File: src/rtl/prien_alloc.sv
// Dual-ended free-entry allocator: offers lowest and highest free slot each cycle.
// Optional sticky protocol error output enabled by PRIEN_ALLOC_CHECK_EN.
module prien_alloc #(
    parameter int DEPTH = 32,
    parameter int IDX_W = 5
) (
    input  logic             clock,
    input  logic             reset,
    input  logic             take_lo,
    input  logic             take_hi,
    input  logic [DEPTH-1:0] free_mask,
    input  logic             flush,
    output logic             lo_valid,
    output logic [IDX_W-1:0] lo_idx,
    output logic             hi_valid,
    output logic [IDX_W-1:0] hi_idx,
    output logic [IDX_W:0]   free_count,
    output logic             all_busy,
    output logic             all_free
`ifdef PRIEN_ALLOC_CHECK_EN
    ,
    output logic             err
`endif
);

    localparam logic [IDX_W:0] FULL = (IDX_W+1)'(DEPTH);

    logic [DEPTH-1:0] busy;
    logic [DEPTH-1:0] busy_next;
    logic [DEPTH-1:0] take_mask;
    logic [DEPTH-1:0] released;
    logic [IDX_W:0]   rel_count;
    logic [IDX_W:0]   fc_next;
    logic             take_lo_ok;
    logic             take_hi_ok;

    assign lo_valid = (free_count >= (IDX_W+1)'(1));
    assign hi_valid = (free_count >= (IDX_W+1)'(2));
    assign all_busy = (free_count == '0);
    assign all_free = (free_count == FULL);

    // Scan direction makes the last hit win: downward gives lowest, upward highest.
    always_comb begin
        lo_idx = '0;
        for (int i = DEPTH - 1; i >= 0; i--) begin
            if (!busy[i]) lo_idx = IDX_W'(i);
        end
    end

    always_comb begin
        hi_idx = '0;
        for (int i = 0; i < DEPTH; i++) begin
            if (!busy[i]) hi_idx = IDX_W'(i);
        end
    end

    assign take_lo_ok = take_lo & lo_valid;
    assign take_hi_ok = take_hi & hi_valid;
    assign released   = free_mask & busy;

    always_comb begin
        rel_count = '0;
        for (int i = 0; i < DEPTH; i++) begin
            rel_count = rel_count + (IDX_W+1)'(released[i]);
        end
    end

    always_comb begin
        take_mask = '0;
        if (take_lo_ok) take_mask[lo_idx] = 1'b1;
        if (take_hi_ok) take_mask[hi_idx] = 1'b1;
    end

    assign busy_next = (busy & ~free_mask) | take_mask;
    assign fc_next   = free_count + rel_count
                     - (IDX_W+1)'(take_lo_ok)
                     - (IDX_W+1)'(take_hi_ok);

    always_ff @(posedge clock or posedge reset) begin
        if (reset) begin
            busy       <= '0;
            free_count <= FULL;
        end else if (flush) begin
            busy       <= '0;
            free_count <= FULL;
        end else begin
            busy       <= busy_next;
            free_count <= fc_next;
        end
    end

`ifdef PRIEN_ALLOC_CHECK_EN
    logic bad_op;

    assign bad_op = ~flush & ((|(free_mask & ~busy))
                  | (take_lo & ~lo_valid)
                  | (take_hi & ~hi_valid));

    always_ff @(posedge clock or posedge reset) begin
        if (reset) begin
            err <= 1'b0;
        end else if (bad_op) begin
            err <= 1'b1;
        end
    end
`endif

endmodule

File: config.mk
export PLATFORM = sky130hd
export DESIGN_NAME = prien_alloc
export DESIGN_NICKNAME = d
export VERILOG_FILES = /design/src/rtl/prien_alloc.sv
export SDC_FILE = /design/constraint.sdc
export NUM_CORES = 1
export LEC_CHECK = 0
export BUFFER_PORTS_ARGS = -buffer_cell sky130_fd_sc_hd__buf_4
export CORE_MARGIN = 8
export CORE_UTILIZATION = 59
export CTS_CLUSTER_DIAMETER = 100
export CTS_CLUSTER_SIZE = 16
export DETAILED_ROUTE_END_ITERATION = 7
export GPL_TIMING_DRIVEN = 1
export PLACE_DENSITY_LB_ADDON = 0.08
export SYNTH_ARGS = -nofsm -noshare
export SYNTH_HDL_FRONTEND = slang
export SYNTH_SLANG_ARGS = --single-unit
File: constraint.sdc
create_clock -name clock -period 6.3 [get_ports clock]
set_input_delay 1.26 -clock clock [delete_from_list [all_inputs] [get_ports clock]]
set_output_delay 1.26 -clock clock [all_outputs]
set_load 0.05 [all_outputs]
Word-level counts from Yosys, hierarchy flattened
Index checks and enable logic that the tools add are counted. W data, S select, Z words.

Bits in registers: 38. Latch bits: 0. RAM bits: 0. Bits in read-only memories: 0. Input port bits: 37. Logic and storage cells: 124. Memories: 0.

$add $sub $neg: 34. Multipliers: 0. Div/mod/pow operators: 0. Order comparisons: 6. Eq/ne operators: 1. Shift operators: 0. Multiplexer cells: 71. Bitwise logic cells: 7. Reduce and logical (&&, ||, !) cells: 3.

Operators by type and width (number): $mux W5 (62); $add A6 B1 Y6 (26); $mux W32 (3); $and A32 B32 Y32 (2); $or A32 B32 Y32 (2); $not A32 Y32 (1); $lt A5 B6 Y1 const B (2); $sub A6 B1 Y6 (2); $demux W1 S5 (2); $ge A5 B1 Y1 const B (2); $add A5 B1 Y6 (1); $add A6 B6 Y6 (1); $eq A6 B6 Y1 const B (1); $ge A6 B1 Y1 const B (1); $ge A6 B2 Y1 const B (1); $logic_not A6 Y1 (1); $mux W6 (1); $add A4 B1 Y5 (1); $add A3 B1 Y4 (1); $add A2 B1 Y3 (1); $mux W1 (3); $add A1 B1 Y2 (1); $and A1 B1 Y1 (2); $logic_and A1 B1 Y1 (2).

Longest topological paths before layout
Depth after elaboration: 41. Mapped depth: 20. Mapped depth without buffers: 20.

Worst setup path after synthesis
Ideal clock, no wire load.

Path type: register -> register. From: register free_count[2]. To: register free_count[5]. Library setup time: 0.092 ns. Arrival: 6.729 ns. Required time: 6.208 ns. Setup slack: -0.520 ns. Stages on the path, launching flop included: 20. Buffers on the path: 0. Clock period less this slack: 6.820 ns. Cells stage by stage: dfrtp_1 -> inv_1 -> ha_1 -> a21boi_0 -> o21ai_1 -> nand2_1 -> inv_1 -> fa_1 -> fa_1 -> fa_1 -> fa_1 -> fa_1 -> fa_1 -> fa_1 -> nor2b_1 -> o21ai_0 -> a21boi_0 -> o21ai_0 -> nand3_1 -> or3b_2.

Elaborated cells between the ends (all ways): 8. Classes of those cells: add/sub: 3; order compare: 2; mux: 1; bitwise: 2.

RTL lines: from (decl) (line 17) `output logic [IDX_W:0] free_count,`; from (signal assigned) (line 88) `free_count <= fc_next;`; $ge A6 B2 Y1 (line 38) `assign hi_valid = (free_count >= (IDX_W+1)'(2));`; named net hi_valid (line 15) `output logic hi_valid,`; $and A1 B1 Y1 (line 58) `assign take_hi_ok = take_hi & hi_valid;`; $sub A6 B1 Y6 (line 77) `- (IDX_W+1)'(take_hi_ok);`; $mux W6 (line 83) `end else if (flush) begin`.

The timed path passes the listed nets, and every way through them passes these cells.

Final worst setup path
From: input free_mask[8]. To: register free_count[5].

Cells in the longest elaborated chain, start to end: 29.

Ends and longest elaborated chain: from (decl) (line 11) `input logic [DEPTH-1:0] free_mask,`; $and A32 B32 Y32 (line 59) `assign released = free_mask & busy;`; $add A6 B1 Y6 (24 in a row) (line 64) `rel_count = rel_count + (IDX_W+1)'(released[i]);`; $add A6 B6 Y6 (line 75) `assign fc_next = free_count + rel_count`; $sub A6 B1 Y6 (line 76) `- (IDX_W+1)'(take_lo_ok)`; $sub A6 B1 Y6 (line 77); $mux W6 (line 83).

No other way between the ends.

==> results.yml <==
outcome:
  status: "complete, no violations"
synth:
  ys.flop_type: "dfrtp_1"
  synthAdderAreaFrac: 0.2116
  synth_cell_type_count: 56
  netlist_instances: 469
  synth_top_family_by_area: "simple AND/OR/NAND/NOR gates"
  synthMuxAreaShare: 0
  yosys.area_share.xor_xnor: 0.01351
  yosys.area_share.simple: 0.2731
  yosysWarnings: 0
  synth_compound_area_frac: 0.1833
  seq_area_frac_synth: 0.2448
  synth_edf_count: 0
  ys_async_sr_fraction: 1.000
  syn_area_per_cell_sq_um: 8.294
  synth_seq_cells: 38
  syn_area_sq_mm: 0.003890
  synth_fp_nets: 555
sta:
  slew_headroom: 0.3179
  whs_ns: 0.6179
  fmax_mhz: 165.0
  fin_crit_sh: 0.9622
  finalClockSkew_ns: 0.01384
  tightest_slew_ns: 1.019
  slew_violations: 0
  fin_crit_ns: 6.062
  setup_slack_ns: 0.2381
  rsz0062_at_grt: "false"
  finalSetupViolations: 0
  tns_ns: 0
  hold_viol: 0
die:
  die_x_um: 97.20
  boundaryPins: 57
  start_util: 0.6126
  row_count: 29
  coreArea_sq_mm: 0.006350
  die_area_sq_mm: 0.009448
  die_h_um: 97.20
finish:
  seq_area_sq_um: 954.7
  design_area_sq_mm: 0.004527
  num-fill-cells: 523
  fin_cells: 598
  drive_above_1_share: 0.1631
  syn_to_final_growth_pct: 16.37
  antennaDiodeCount: 0
  multiInputGateArea_sq_mm: 0.002669
  final_nets: 606
  utilization: 0.7129
job:
  drv_cap: 0
clock_tree:
  cts_buffers: 5
  h-tree-depth: 2
  clkTransAtPathRegs_ns: 0.07
  clock-sinks: 38
  cts_tree: "yes"
  cts_root_buffer: "clkbuf_8"
  clock_latency_ns: 0.30
  holdBufCountCts: 0
  clk_path_buf_depth: 2
global_routing:
  grt_max_degree: 43
  first_global_vias: 3784
  grt_pass1_wl_um: 20020
  grt_use_total: 0.2631
  grt_overflow: 0
  antenna_found_initial: 0
power:
  power.leakage_nw: 1.967
  pwr-share-comb: 0.541
  p_seq_frac: 0.239
  power.share.clock: 0.220
  p_int_mw: 0.6985
  power_density_mw_per_mm2: 269.0
  p_sw_frac: 0.4264
  irDropWorstVdd_uv: 327.3
  totalPowerFinal_mw: 1.218
  p_sw_mw: 0.5193
placement:
  dpl.hpwl_um: 9958
  dpl_worst_slack_ns: -0.07526
  dpl.cell_count: 590
  port_buffers: 56
  gp_congestion: 1.004
  placed_area_sq_mm: 0.004378
worst_hold_path:
  hold_path_class: "reg -> reg"
route:
  totalWireLength_um: 12690
  vias: 3922
  drc_errors: 0
  ant_nets: 0
  dr.pass1.iters: 5
  first_iter_violations: 449
  wl_per_cell_um: 21.21
  viasPerCell: 6.559
setup_path:
  worst-path-max-fanout: 2
  cp-end-kind: "flop"
  critPathArrivalTime_ns: 6.27
  criticalPathCategory: "in -> reg"
  required_ns: 6.51
  start_kind: "input port"
flip-flops by register name (all words and copies together) (netlist names):
| register | count |
|---|---|
| busy | 32 |
| free_count | 6 |
placed cells by master, fill, tap and decap left out, types with 9 or more instances in the layout:
| cell | instances |
|---|---|
| ha_1 | 21 |
| nor2_1 | 35 |
| o21ai_0 | 10 |
| or3_1 | 9 |
| buf_4 | 60 |
| o221ai_1 | 22 |
| nand3_1 | 19 |
| o211ai_1 | 10 |
| inv_1 | 55 |
| a21oi_1 | 9 |
| fa_1 | 28 |
| nand2b_1 | 9 |
| dfrtp_1 | 35 |
| nand4_1 | 17 |
| nand2_1 | 75 |
power by group through the flow:
stage	sequential, mW	combinational (mW)	clock, mW
final	0.291	0.659	0.267
after global routing	0.294	0.732	0.275
after CTS	0.291	0.664	0.268
after detailed placement	0.296	0.659	0
after global placement	0.295	0.636	0
after floorplan	0.341	0.427	0
worst max-delay path: stages:
cell	delay, ns
buf_4	0.08
nand2_1	0.06
fa_1	0.62
inv_1	0.08
fa_1	0.52
inv_1	0.05
fa_1	0.48
fa_1	0.52
fa_1	0.52
fa_1	0.52
fa_1	0.45
nor2b_1	0.13
o21ai_0	0.10
a21boi_1	0.21
o21ai_0	0.13
nand3_1	0.10
or3b_2	0.44
cell usage after synthesis (all sizes together) (9+ instances only):
cell | number | area share
fa | 28 | 0.14
nor2 | 35 | 0.034
nand2b | 9 | 0.014
ha | 21 | 0.068
nand2 | 75 | 0.072
o21ai | 14 | 0.018
o221ai | 22 | 0.050
nand3 | 19 | 0.024
nand4 | 18 | 0.033
a21oi | 9 | 0.012
buf | 10 | 0.013
o211ai | 11 | 0.023
dfrtp | 37 | 0.24
a31oi | 9 | 0.016
inv | 57 | 0.055
or3 | 9 | 0.014
layout make-up:
type	count	share of cell area
sequential	38	0.2109
clock buffer	6	0.01824
clock inverter	2	0.01327
timing repair buffer	60	0.09950
multi-input combinational	358	0.5896
tap	77	0.02128
inverter	57	0.04726
routing by layer:
metal | routed length, um | vias up | GRT usage | part of all wire
li1 | - | 1768 | - | -
met1 | 5170 | 1856 | 0.3391 | 0.41
met2 | 5702 | 251 | 0.4063 | 0.45
met3 | 1311 | 47 | 0.06259 | 0.10
met4 | 501 | 0 | 0.1207 | 0.039
met5 | 0 | - | 0 | 0
path summary, 6_finish.rpt:
check	start	end	slack, ns	depth (start not counted)
min reg2reg	busy[7]	busy[7]	0.62	2
max	free_mask[8]	free_count[5]	0.24	17
max in group asynchronous	reset	free_count[3]	4.82	3
min in group asynchronous	reset	busy[1]	1.07	3
min	busy[7]	busy[7]	0.62	2
max reg2reg	free_count[5]	free_count[5]	0.38	17
cells by family after synthesis:
family,Yosys count
DFF,38
adders and majority gates,49
AOI/OAI and AO/OA,95
and+or+nand+nor,208
buffers and inverters,73
xor gates and xnor gates,6
timing repair:
action | CTS | global route
resized for setup | 0 | 3
setup endpoints to repair | 0 | 1
buffers inserted | 0 | 0
No activity file was read; power rests on OpenSTA's default activity.
